==> config.mk <==
export PLATFORM = sky130hd
export DESIGN_NAME = imem_responder_flat
export DESIGN_NICKNAME = d
export VERILOG_FILES = /design/src/rtl/imem_resp_pkg.sv /design/src/rtl/c2c_r.sv /design/src/rtl/fetch_line_buf.sv /design/src/rtl/imem_responder.sv /design/src/flat_wrapper.sv
export SDC_FILE = /design/constraint.sdc
export NUM_CORES = 1
export LEC_CHECK = 0
export CORE_UTILIZATION = 60
export DETAILED_ROUTE_END_ITERATION = 10
export PLACE_DENSITY = 0.9
export SYNTH_ARGS = -nofsm -noshare
export SYNTH_HDL_FRONTEND = slang
export SYNTH_SLANG_ARGS = --single-unit
==> constraint.sdc <==
create_clock -name clk -period 14 [get_ports clk]
set_input_delay 2.8 -clock clk [delete_from_list [all_inputs] [get_ports clk]]
set_output_delay 2.8 -clock clk [all_outputs]
set_load 0.01 [all_outputs]
==> src/rtl/imem_resp_pkg.sv <==
// Shared types and constants for the instruction-memory responder.
package imem_resp_pkg;

  typedef enum logic [1:0] {
    IDLE     = 2'd0,
    FETCH_LO = 2'd1,
    FETCH_HI = 2'd2,
    ACK      = 2'd3
  } state_t;

  // Byte-address bits below the word index.
  localparam int WORD_OFF = 2;

endpackage

==> src/rtl/c2c_r.sv <==
// c2c_r read bus: the fetch unit is the master, the instruction memory the slave.
interface c2c_r #(
  parameter int XLEN = 32
);
  logic            re;
  logic [XLEN-1:0] addr;
  logic [3:0]      sel;
  logic [31:0]     data;
  logic            ack;

  modport master (output re, addr, sel, input data, ack);
  modport slave  (input re, addr, sel, output data, ack);
endinterface

==> src/rtl/fetch_line_buf.sv <==
// One-word line buffer: remembers the last memory word read, with flush
// taking priority over a fill landing in the same cycle.
module fetch_line_buf #(
  parameter int TAG_W = 30
) (
  input  logic             clk,
  input  logic             reset,
  input  logic             flush,
  input  logic             fill,
  input  logic [TAG_W-1:0] fill_tag,
  input  logic [31:0]      fill_data,
  input  logic [TAG_W-1:0] lookup_tag,
  output logic             hit,
  output logic [31:0]      buf_data
);

  logic             valid;
  logic [TAG_W-1:0] tag;

  // Valid bit: flush beats fill.
  always_ff @(posedge clk) begin
    if (reset)      valid <= 1'b0;
    else if (flush) valid <= 1'b0;
    else if (fill)  valid <= 1'b1;
  end

  // Tag and data payload.
  // NOTE: payload is not reset; it is only ever consumed when valid is set.
  always_ff @(posedge clk) begin
    if (fill && !flush) begin
      tag      <= fill_tag;
      buf_data <= fill_data;
    end
  end

  assign hit = valid && (tag == lookup_tag);

endmodule

==> src/rtl/imem_responder.sv <==
// Responder end of c2c_r serving halfword-aligned 32-bit instruction fetch
// windows; straddling windows are assembled from two word reads.
module imem_responder
  import imem_resp_pkg::*;
#(
  parameter int XLEN = 32
) (
  input  logic                     clk,
  input  logic                     reset,
  c2c_r.slave                      instr_bus,
  input  logic                     flush,
  output logic                     mem_req,
  output logic [XLEN-WORD_OFF-1:0] mem_addr,
  input  logic [31:0]              mem_rdata,
  input  logic                     mem_rvalid
);

  localparam int WW = XLEN - WORD_OFF;

  state_t        state, state_next;
  logic [XLEN-2:0] req_addr;      // request address without the ignored bit 0
  logic [WW-1:0] w0, w1;
  logic [31:0]   lo, result, data_hold;
  logic          aborted, flush_seen;

  logic          latch_req, lo_en, res_en, fill, ack_c;
  logic [31:0]   lo_next, res_next;
  logic [WW-1:0] fill_tag;
  logic          hit;
  logic [31:0]   buf_data;

  logic [WW-1:0] bus_word;
  logic          bus_half, half, abort_now, unused_bits;

  assign bus_word    = instr_bus.addr[XLEN-1:WORD_OFF];
  assign bus_half    = instr_bus.addr[1];
  assign half        = req_addr[0];
  assign abort_now   = aborted || !instr_bus.re || (instr_bus.addr[XLEN-1:1] != req_addr);
  assign unused_bits = ^{instr_bus.sel, instr_bus.addr[0]};

  fetch_line_buf #(.TAG_W(WW)) u_buf (
    .clk        (clk),
    .reset      (reset),
    .flush      (flush),
    .fill       (fill && !flush_seen),
    .fill_tag   (fill_tag),
    .fill_data  (mem_rdata),
    .lookup_tag (bus_word),
    .hit        (hit),
    .buf_data   (buf_data)
  );

  // Next-state, memory request and datapath enables.
  // NOTE: every output gets a default first so no latch is inferred.
  always_comb begin
    state_next = state;
    latch_req  = 1'b0;
    lo_en      = 1'b0;
    lo_next    = buf_data;
    res_en     = 1'b0;
    res_next   = buf_data;
    fill       = 1'b0;
    fill_tag   = w0;
    ack_c      = 1'b0;
    mem_req    = 1'b0;
    mem_addr   = '0;
    unique case (state)
      IDLE: begin
        if (instr_bus.re) begin
          latch_req = 1'b1;
          if (hit && !bus_half) begin
            res_en     = 1'b1;
            state_next = ACK;
          end else if (hit) begin
            lo_en      = 1'b1;
            state_next = FETCH_HI;
          end else begin
            state_next = FETCH_LO;
          end
        end
      end
      FETCH_LO: begin
        mem_req  = 1'b1;
        mem_addr = w0;
        if (mem_rvalid) begin
          fill = 1'b1;
          if (abort_now) begin
            state_next = IDLE;
          end else if (!half) begin
            res_en     = 1'b1;
            res_next   = mem_rdata;
            state_next = ACK;
          end else begin
            lo_en      = 1'b1;
            lo_next    = mem_rdata;
            state_next = FETCH_HI;
          end
        end
      end
      FETCH_HI: begin
        mem_req  = 1'b1;
        mem_addr = w1;
        fill_tag = w1;
        if (mem_rvalid) begin
          fill = 1'b1;
          if (abort_now) begin
            state_next = IDLE;
          end else begin
            res_en     = 1'b1;
            res_next   = {mem_rdata[15:0], lo[31:16]};
            state_next = ACK;
          end
        end
      end
      ACK: begin
        ack_c      = instr_bus.re && (instr_bus.addr[XLEN-1:1] == req_addr);
        state_next = IDLE;
      end
      default: state_next = IDLE;
    endcase
  end

  // State and datapath registers.
  // NOTE: sequential state uses non-blocking assignments so every register
  // samples pre-edge values regardless of statement order.
  always_ff @(posedge clk) begin
    if (reset) begin
      state      <= IDLE;
      req_addr   <= '0;
      w0         <= '0;
      w1         <= '0;
      lo         <= '0;
      result     <= '0;
      data_hold  <= '0;
      aborted    <= 1'b0;
      flush_seen <= 1'b0;
    end else begin
      state <= state_next;
      if (latch_req) begin
        req_addr <= instr_bus.addr[XLEN-1:1];
        w0       <= bus_word;
        w1       <= bus_word + WW'(1);
      end
      if (lo_en)  lo <= lo_next;
      if (res_en) result <= res_next;
      if (ack_c)  data_hold <= result;
      // Once aborted, the request stays aborted until the read drains.
      aborted    <= (state == FETCH_LO || state == FETCH_HI) && abort_now;
      // A flush blocks every later fill of the request in flight.
      flush_seen <= flush || (flush_seen && state != IDLE);
    end
  end

  assign instr_bus.ack  = ack_c;
  assign instr_bus.data = ack_c ? result : data_hold;

endmodule

==> src/flat_wrapper.sv <==
// flat-port wrapper written by rule: the top's interface ports become plain ports
module imem_responder_flat import imem_resp_pkg::*;
#(
  parameter int XLEN = 32
)
  (clk, reset, flush, mem_req, mem_addr, mem_rdata, mem_rvalid, instr_bus_re, instr_bus_addr, instr_bus_sel, instr_bus_data, instr_bus_ack);
  c2c_r #(.XLEN(XLEN)) instr_bus_i ();
  input  logic clk;
  input  logic reset;
  input  logic flush;
  output logic mem_req;
  output logic [XLEN-WORD_OFF-1:0] mem_addr;
  input  logic [31:0] mem_rdata;
  input  logic mem_rvalid;
  input wire logic [$bits(instr_bus_i.re)-1:0] instr_bus_re;
  input wire logic [$bits(instr_bus_i.addr)-1:0] instr_bus_addr;
  input wire logic [$bits(instr_bus_i.sel)-1:0] instr_bus_sel;
  output wire logic [$bits(instr_bus_i.data)-1:0] instr_bus_data;
  output wire logic [$bits(instr_bus_i.ack)-1:0] instr_bus_ack;
  assign instr_bus_i.re = instr_bus_re;
  assign instr_bus_i.addr = instr_bus_addr;
  assign instr_bus_i.sel = instr_bus_sel;
  assign instr_bus_data = instr_bus_i.data;
  assign instr_bus_ack = instr_bus_i.ack;
  imem_responder #(.XLEN(XLEN)) u_core (.clk(clk), .reset(reset), .instr_bus(instr_bus_i), .flush(flush), .mem_req(mem_req), .mem_addr(mem_addr), .mem_rdata(mem_rdata), .mem_rvalid(mem_rvalid));
endmodule
Word level (Yosys, flattened, before mapping) --
Cells that the tools add are included.
Cells by class: add/subtract/negate cells 1, equality and inequality tests 9, multiplexer cells 43, reduce and logical (&&, ||, !) cells 20
Operators by type and width (count):
- 32-bit two-way mux | 10
- 32-bit case mux with 2 select lines | 1
- 30-bit case mux with 2 select lines | 1
- 31-bit == test | 1
- 31-bit != test | 1
- 30-bit by 1-bit adder with 30-bit output (second input constant) | 1
- 30-bit == test | 1
- 30-bit two-way mux | 1
- 1-bit two-way mux | 20
- 2-bit two-way mux | 7
- 2-bit case mux with 4 select lines | 1
- 1-bit logical AND | 7
- 2-bit != test (second input constant) | 3
- 2-bit == test (second input constant) | 2
- 1-bit zero test | 4
- 1-bit logical OR | 4
- 2-bit OR reduction | 2
- 1-bit case mux with 3 select lines | 1
- 3-bit AND reduction | 1
- 2-bit by 1-bit == test with 1-bit output (second input constant) | 1
- 2-bit zero test | 1
- 1-bit case mux with 2 select lines | 1
- 2-bit nonzero test | 1
Word-level totals: register bits after elaboration 254, output and inout bits 64

Logic depth before layout (Yosys ltp) --
depth in word-level cells 6, depth in mapped cells 10, depth with buffers taken out 7

Cells and area by module --
A second synthesis with hierarchy kept.
Unflattened totals: cells, all modules 1120, area, all modules 10613.9 µm²
By module, submodules not included:
- imem_responder | times used 1, cells an instance 1014, area an instance 8384.3 µm², sequential area each 2902.8 µm²
- fetch_line_buf | times used 1, cells an instance 106, area an instance 2229.6 µm², sequential area each 1881.8 µm²

Worst setup path before layout --
OpenSTA, ideal clock, no wires.
kind input port to flip-flop, start point input port flush, end point register u_core.u_buf.buf_data[0] (enable), library setup time 559 ps, data arrival time 7128 ps, data required time 13441 ps, slack 6313 ps, cell stages on the path 1, path buffers 0, cell sequence nor3_1
Between the ends: cells in the longest elaborated chain, start to end 2
Ends and longest elaborated chain:
- start: declaration | line flat_wrapper.sv:10 | input logic flush;
- 1-bit zero test | line fetch_line_buf.sv:30 | if (fill && !flush) begin
- 1-bit logical AND | line fetch_line_buf.sv:30
- end signal: assignment | line fetch_line_buf.sv:32 | buf_data <= fill_data;
- end: declaration | line fetch_line_buf.sv:14 | output logic [31:0] buf_data
No other way between the ends. A chain may end at the register's enable or synchronous reset.

Worst setup path in the final report --
start point input port instr_bus_addr[17], end point output port instr_bus_data[21]
Between the ends: cells in the longest elaborated chain, start to end 4
Ends and longest elaborated chain:
- start: declaration | line flat_wrapper.sv:16 | input wire logic [$bits(instr_bus_i.addr)-1:0] instr_bus_addr;
- 31-bit == test | line imem_responder.sv:116 | ack_c = instr_bus.re && (instr_bus.addr[XLEN-1:1] == req_addr);
- 1-bit logical AND | line imem_responder.sv:116
- 1-bit two-way mux | line imem_responder.sv:67 | unique case (state)
- 32-bit two-way mux | line imem_responder.sv:155 | assign instr_bus.data = ack_c ? result : data_hold;
- end: declaration | line flat_wrapper.sv:18 | output wire logic [$bits(instr_bus_i.data)-1:0] instr_bus_data;
No other way between the ends.

==> impl_results.md <==
* Layout cells sized above 1 at 0.08121
* Mux share of post-synthesis cell area at 0.1104
* Kind of critical path: input port to output pin
* Clock Latency Late Sink at 520 ps
* DR pass1 iterations at 5
* Boundary pin count at 137
* CTS tree: yes
* Final Wtd Congestion at 0.9120
* Sequential fraction of the synthesis area at 0.4398
* H-Tree Depth at 1
* Tcrit/Tclk final at 0.6312
* Final setup vio count at 0
* Via/cell ratio at around 6.2
* Post-synthesis compound-gate area fraction at 0.1420
* Layout Skew at ~12 ps
* Die ar. at ~19,000 um2
* DRC at 0
* Status: finished clean
* Post-synth ARST share at 0
* Routed Antenna Nets at 0
* CTS Root Cell: clkbuf_16
* Cell Pwr Density at approximately 140 nW/um2
* Die W at between 100 and 150 um
* Final wirelength at 28.29 mm
* Iter 0 DRT Violations at 1,034
* WHS Path Cells at 2
* DR WL/cell at around 20 um
* Hold_buf cts at 0
* Seq cells post-synth at around 210
* Mapped Nets at 1,216
* Non-filler cells, final at 1,445
* Crit start category: input port
* Row count at 48
* Mapped cell area at 10,880 um2
* Largest net degree at the start of global routing at 94
* Post-CTS Setup Repair Bufs at 0
* Floorplan die height at 136.7 um
* Post-Syn Area per Cell at ~9.6 um2
* Port Buffer Count at around 130
* Most common cell after layout, fill and taps aside: nand2_1
* CP Max Fanout at 28
* Top_reg_cell synth: dfxtp_1
* Final-report hold violation count at 0
* Relative slew slack at 0.2262
* Vias in the first global route at 8,676
* Reg2reg path depth at 9
* Worst EP arrival at a little over 6000 ps
* Total clock buffers created by CTS at 22
* Distinct cells, synth at 50
* Dpl hpwl at 17.64 mm
* CTS Buffer Depth at 3
* Static Leakage at 0.004736 uW
* Slew @ Worst Pin at ~1200 ps
* Initial Utilization at 0.6225
* Commonest non-fill, non-tap cells in the layout: nand2_1, dfxtp_1, clkdlybuf4s50_1
* First-pass GRT wire length at 44.51 mm
* Via count at 8,959
* Max-cap viol count at 0
* WHS at 475.9 ps
* Initial antenna violation count at 1
* Synth Area in Adders at 0.005750
* Gr usage total at 0.3042
* Post-synthesis simple-gate area fraction at 0.1660
* Clock-pin slew of the registers on the worst-case setup and hold paths at 60 ps
* Core area at 17,480 um2
* Setup TNS Final at 0 ps
* Main combinational cell family by area after synthesis: simple AND/OR/NAND/NOR gates
* Clk sink count at 208
* Ys Warns at 0
* Worst Setup End Kind: output pin
* CP required at approximately 11,000 ps
* RSZ-0062 raised after global routing: no
* Fin. max-slew vios at 0
* Synth-to-Final Area Change at 17.54%
* Period minus WS final at 8836 ps
* Post-synth EDFFs at between 60 and 70
* Remaining Overflow, GRT at 0
* PostCTS Resize Cnt at 0
* Max VDD drop at 0.1104 mV
* Placed insts at 1,404
* Worst min-delay path category: flip-flop to flip-flop
* Final #Nets at 1,281
* FMAX at 113.2 MHz
* Xor/xnor share of the synthesized area at 0.07315
* Post-synthesis instance total at 1,138
[cells by family after synthesis]
kind of cell / Yosys count
and+or+nand+nor: 371
AOI/OAI and AO/OA: 212
DFF: 208
buffers and inverters: 143
muxes: 112
xor gates and xnor gates: 87
adders and majority gates: 5
[through the flow]
stage	instance area [um2]	util	power [uW]	setup WS (ps)
6_report	12790	0.7317	1786	5164
5_1_grt	12790	0.7317	1858	5000
4_1_cts	12780	0.7315	1782	5210
3_5_place_dp	12050	0.6896	1196	5216
3_3_place_gp	12050	0.6896	1183	5232
2_1_floorplan	10880	-	1054	6313
[final cells by class]
cell class,count,area (um2)
Antenna cell,1,2.502
Clock buffer,33,631.9
Clock inverter,7,100.1
Fill cell,1152,4690
Inverter,38,142.6
Multi-Input combinational cell,787,5423
Sequential cell,208,4785
Tap cell,225,281.5
Timing Repair Buffer,146,1421
[cell usage after synthesis (all sizes together), types with 13 or more instances]
cell | n | area (um2)
a211oi | 42 | 315.3
a21boi | 30 | 225.2
a21oi | 37 | 185.2
a221o | 32 | 320.3
a221oi | 32 | 280.3
buf | 35 | 261.5
clkbuf | 67 | 251.5
dfxtp | 146 | 2923
edfxtp | 62 | 1862
inv | 38 | 142.6
mux2 | 64 | 720.7
mux2i | 48 | 480.5
nand2 | 167 | 626.9
nand2b | 13 | 81.33
nand3 | 13 | 65.06
nand4 | 14 | 102.6
nor2 | 60 | 225.2
nor2b | 32 | 200.2
nor4 | 16 | 100.1
o21ai | 32 | 160.2
or2b | 19 | 142.6
xnor2 | 32 | 314.0
xor2 | 55 | 481.7
[registers in the layout, indices dropped and copies added, names as in the netlist]
| name | flops |
|---|---|
| u_core.flush_seen | 1 |
| u_core.state | 2 |
| u_core.w1 | 30 |
| u_core.data_hold | 32 |
| u_core.lo | 16 |
| u_core.aborted | 1 |
| u_core.result | 32 |
| u_core.u_buf.tag | 30 |
| u_core.u_buf.valid | 1 |
| u_core.w0 | 29 |
| u_core.u_buf.buf_data | 32 |
| u_core.req_addr | 2 |
[final timing paths]
kind / end / slack [ps] / startpoint
worst max-delay path: instr_bus_data[21] / 5160 / instr_bus_addr[17]
worst min-delay path: u_core.w1[1] / 480 / u_core.w1[1]
worst max register to register: u_core.result[5] / 10860 / u_core.state[0]
worst min register to register: u_core.w1[1] / 480 / u_core.w1[1]
[routing by layer]
layer  vias to the layer above  wire (um)  track usage  part of all wire
met1                      4213      11500       0.3988              0.41
met2                       502      12970       0.4814              0.46
met5                         -          0            0                 0
li1                       4140          -            -                 -
met3                       104       2699      0.06259             0.095
met4                         0       1117       0.1414             0.039
[power breakdown]
| group | switching [uW] | internal, uW | leakage, uW |
|---|---|---|---|
| combinational | 297 | 178 | 0.00262 |
| clock | 239 | 351 | 0.000360 |
| sequential | 37.9 | 684 | 0.00176 |
[critical path, stage by stage]
cell             delay, ps
clkdlybuf4s50_1        600
xor2_1                 240
nor4_1                 410
and4_1                 370
nand3_1                310
buf_4                  380
mux2_1                 420
clkdlybuf4s50_1        510
No activity file was read; power rests on OpenSTA's default activity.
==> RTL change: new RTL, config.mk and constraints unchanged <==
Reset style: asynchronous (`reset`), changed in 2 clocked blocks.
--- a/src/rtl/fetch_line_buf.sv
+++ b/src/rtl/fetch_line_buf.sv
@@ -20,3 +20,3 @@
   // Valid bit: flush beats fill.
-  always_ff @(posedge clk) begin
+  always_ff @(posedge clk or posedge reset) begin
     if (reset)      valid <= 1'b0;
--- a/src/rtl/imem_responder.sv
+++ b/src/rtl/imem_responder.sv
@@ -125,3 +125,3 @@
   // samples pre-edge values regardless of statement order.
-  always_ff @(posedge clk) begin
+  always_ff @(posedge clk or posedge reset) begin
     if (reset) begin
Formal check against the unedited RTL: differs if reset is asserted again (counterexample within 4 cycles, from zero or initial values and one cycle with reset high); with reset held inactive, the same outputs for 4 cycles.
==> RTL change against the original RTL <==
- setup slack got worse by 0.12 ns
- sequential cell count unchanged
- wire length increased by 6.6%
- via count decreased by 0.94%
- critical path depth decreased by 1
- sequential share of layout area increased by 4.6 points
- synthesized cell count decreased by 7.5%
- final cell count decreased by 4.7%
- area after synthesis increased by 1.4%
- total power increased by 27%
- cell area increased by 2.7%
- worst hold slack improved by 0.0081 ns
==> RTL change: results (changes against the original RTL) <==
Outcome
  • Outcome: finished clean

Synthesis
  • Sequential area share after synthesis: 50.0% (+6.0 points)
  • Async S/R FF share, synth: 70.2% (+70 points)
  • Synth top area cells: dfrtp_1, edfxtp_1, mux2_2, o211ai_1, xnor2_1
  • Synth cell count leaders: dfrtp_1, nand2_1, o211ai_1, o21ai_0, mux2_2
  • Post-synthesis cell type count: 52 (+4.0%)
  • Syn_nets: 1,131 (-7.0%)
  • Xor/xnor share of the synthesized area: 7.30% (-0.013 points)
  • Post-synthesis mux area share: 10.1% (-0.90 points)
  • Compound-Gate Fraction of Synth Area: 15.7% (+1.5 points)
  • Adder-cell share of the synthesized area: 0.567% (-0.0081 points)

Finish
  • Clock-cell share: 6.02% (+0.29 points)
  • Largest registers: u_core.data_hold (32), u_core.result (32), u_core.u_buf.buf_data (32)
  • Final net count: 1,210 (-5.5%)
  • Clock buffer cells: 27 (-18%)
  • Non-CTS buffers: 145 (-0.68%)
  • Multi-input logic area: 0.00484 mm² (-11%)
  • # diodes: 0 (-1)
  • Comb_multi_in: 679 (-14%)
  • NonClk Buf Share: 10.8% (-0.33 points)
  • Register Area: 0.00552 mm² (+15%)
  • Signal inverters: 75 (+97%)
  • Share of cells above drive strength 1: 14.4% (+6.3 points)
  • Sequential cell count: 208 (unchanged)
  • FILL cells: 1,201 (+4.3%)

Timing
  • Slew @ Worst Pin: 1.21 ns (+0.0532 ns)
  • Clock Skew: 0.00945 ns (-0.00297 ns)

Clocking
  • TritonCTS buffer count: 23 (+4.5%)
  • Later-pin clock latency in the skew report: 0.51 ns
  • CTS Root Cell: clkbuf_16
  • H-tree lvl count: 1 (unchanged)
  • Clk buf depth: 3 (unchanged)
  • Worst-path clk slew: 0.06 ns (about the same)
  • Total setup buffers inserted after CTS: 0 (unchanged)

GRT
  • Initial antenna violation count: 1 (unchanged)
  • Largest net degree at the start of global routing: 79 (-16%)
  • Vias in the first global route: 8,501 (-2.0%)
  • Global-route wire length before repair: 46,000 µm (+3.3%)
  • GR Util All Layers: 31.7% (+1.3 points)

Power and ir drop
  • Int Power: 1.44 mW (+19%)
  • Clk pwr: 0.639 mW (+8.3%)
  • P_sw: 0.824 mW (+44%)
  • Power Combinational: 0.791 mW (+67%)
  • VDD IR-drop max: 0.159 mV (+44%)
  • Leakage power: 5.36 nW (+13%)

Setup path
  • Crit path max-delay cell type: and3_2
  • Worst EP arrival: 6.16 ns (+0.12 ns)
  • Crit path max-delay family: simple AND/OR/NAND/NOR gates
  • Max stage delay on crit path: 0.83 ns (+0.23 ns)
  • Worst-path fanout max: 33 (+18%)

Detailed routing
  • Initial DRC Count: 899 (-13%)
  • 1st-pass router iterations: 5 (unchanged)
  • Via Count: 8,875 (-0.94%)
  • Total Wirelength: 30,200 µm (+6.6%)

Placed design
  • DPL Wire Length: 18,700 µm (+6.0%)
  • Placer Congestion: 0.910 (-0.27%)

Hold path
  • Type of the tightest min-delay check: flop to flop
==> RTL change: cell count changes after synthesis, moves of 35 or more <==
cell / unedited run / this run
o211ai_1: 0 / 96
nor2_1: 60 / 6
dfxtp_1: 146 / 0
o21ai_0: 32 / 88
mux2i_1: 48 / 0
mux2_2: 34 / 86
inv_1: 38 / 74
a211oi_1: 42 / 0
nand2_1: 167 / 132
dfrtp_1: 0 / 146
==> RTL change: stage by stage <==
stage | worst slack (ns) | hold slack [ns] | util [%] | instances | cell area [µm²]
6_report | 5.04 | 0.484 | 72.9 | 1377 | 13100
5_1_grt | 4.90 | 0.505 | 72.9 | 1377 | 13100
4_1_cts | 5.07 | 0.483 | 72.9 | 1377 | 13100
3_5_place_dp | 5.08 | 0.470 | 68.5 | 1336 | 12300
3_3_place_gp | 5.12 | 0.460 | 68.5 | 1336 | 12300
2_1_floorplan | 4.47 | 0.446 | - | 1053 | 11000
==> RTL change: path summary, 6_finish.rpt <==
path                       cells past startpoint                    to              start  slack (ns)
max in group asynchronous                      3  u_core.data_hold[25]              reset        9.84
min reg2reg                                    2          u_core.w1[9]       u_core.w1[9]        0.48
max                                            7    instr_bus_data[23]  instr_bus_addr[3]        5.04
min                                            2          u_core.w1[9]       u_core.w1[9]        0.48
min in group asynchronous                      2      u_core.result[7]              reset        2.79
max reg2reg                                    6         u_core.lo[21]    u_core.state[1]       10.72
==> RTL change: metal layers <==
| metal | global-route usage, % | vias up | wire [µm] |
|---|---|---|---|
| met5 | 0 | - | 9 |
| met4 | 12.8 | 2 | 1190 |
| met3 | 5.08 | 97 | 2560 |
| met2 | 54.1 | 521 | 14800 |
| met1 | 40.3 | 4336 | 11600 |
| li1 | - | 3919 | - |
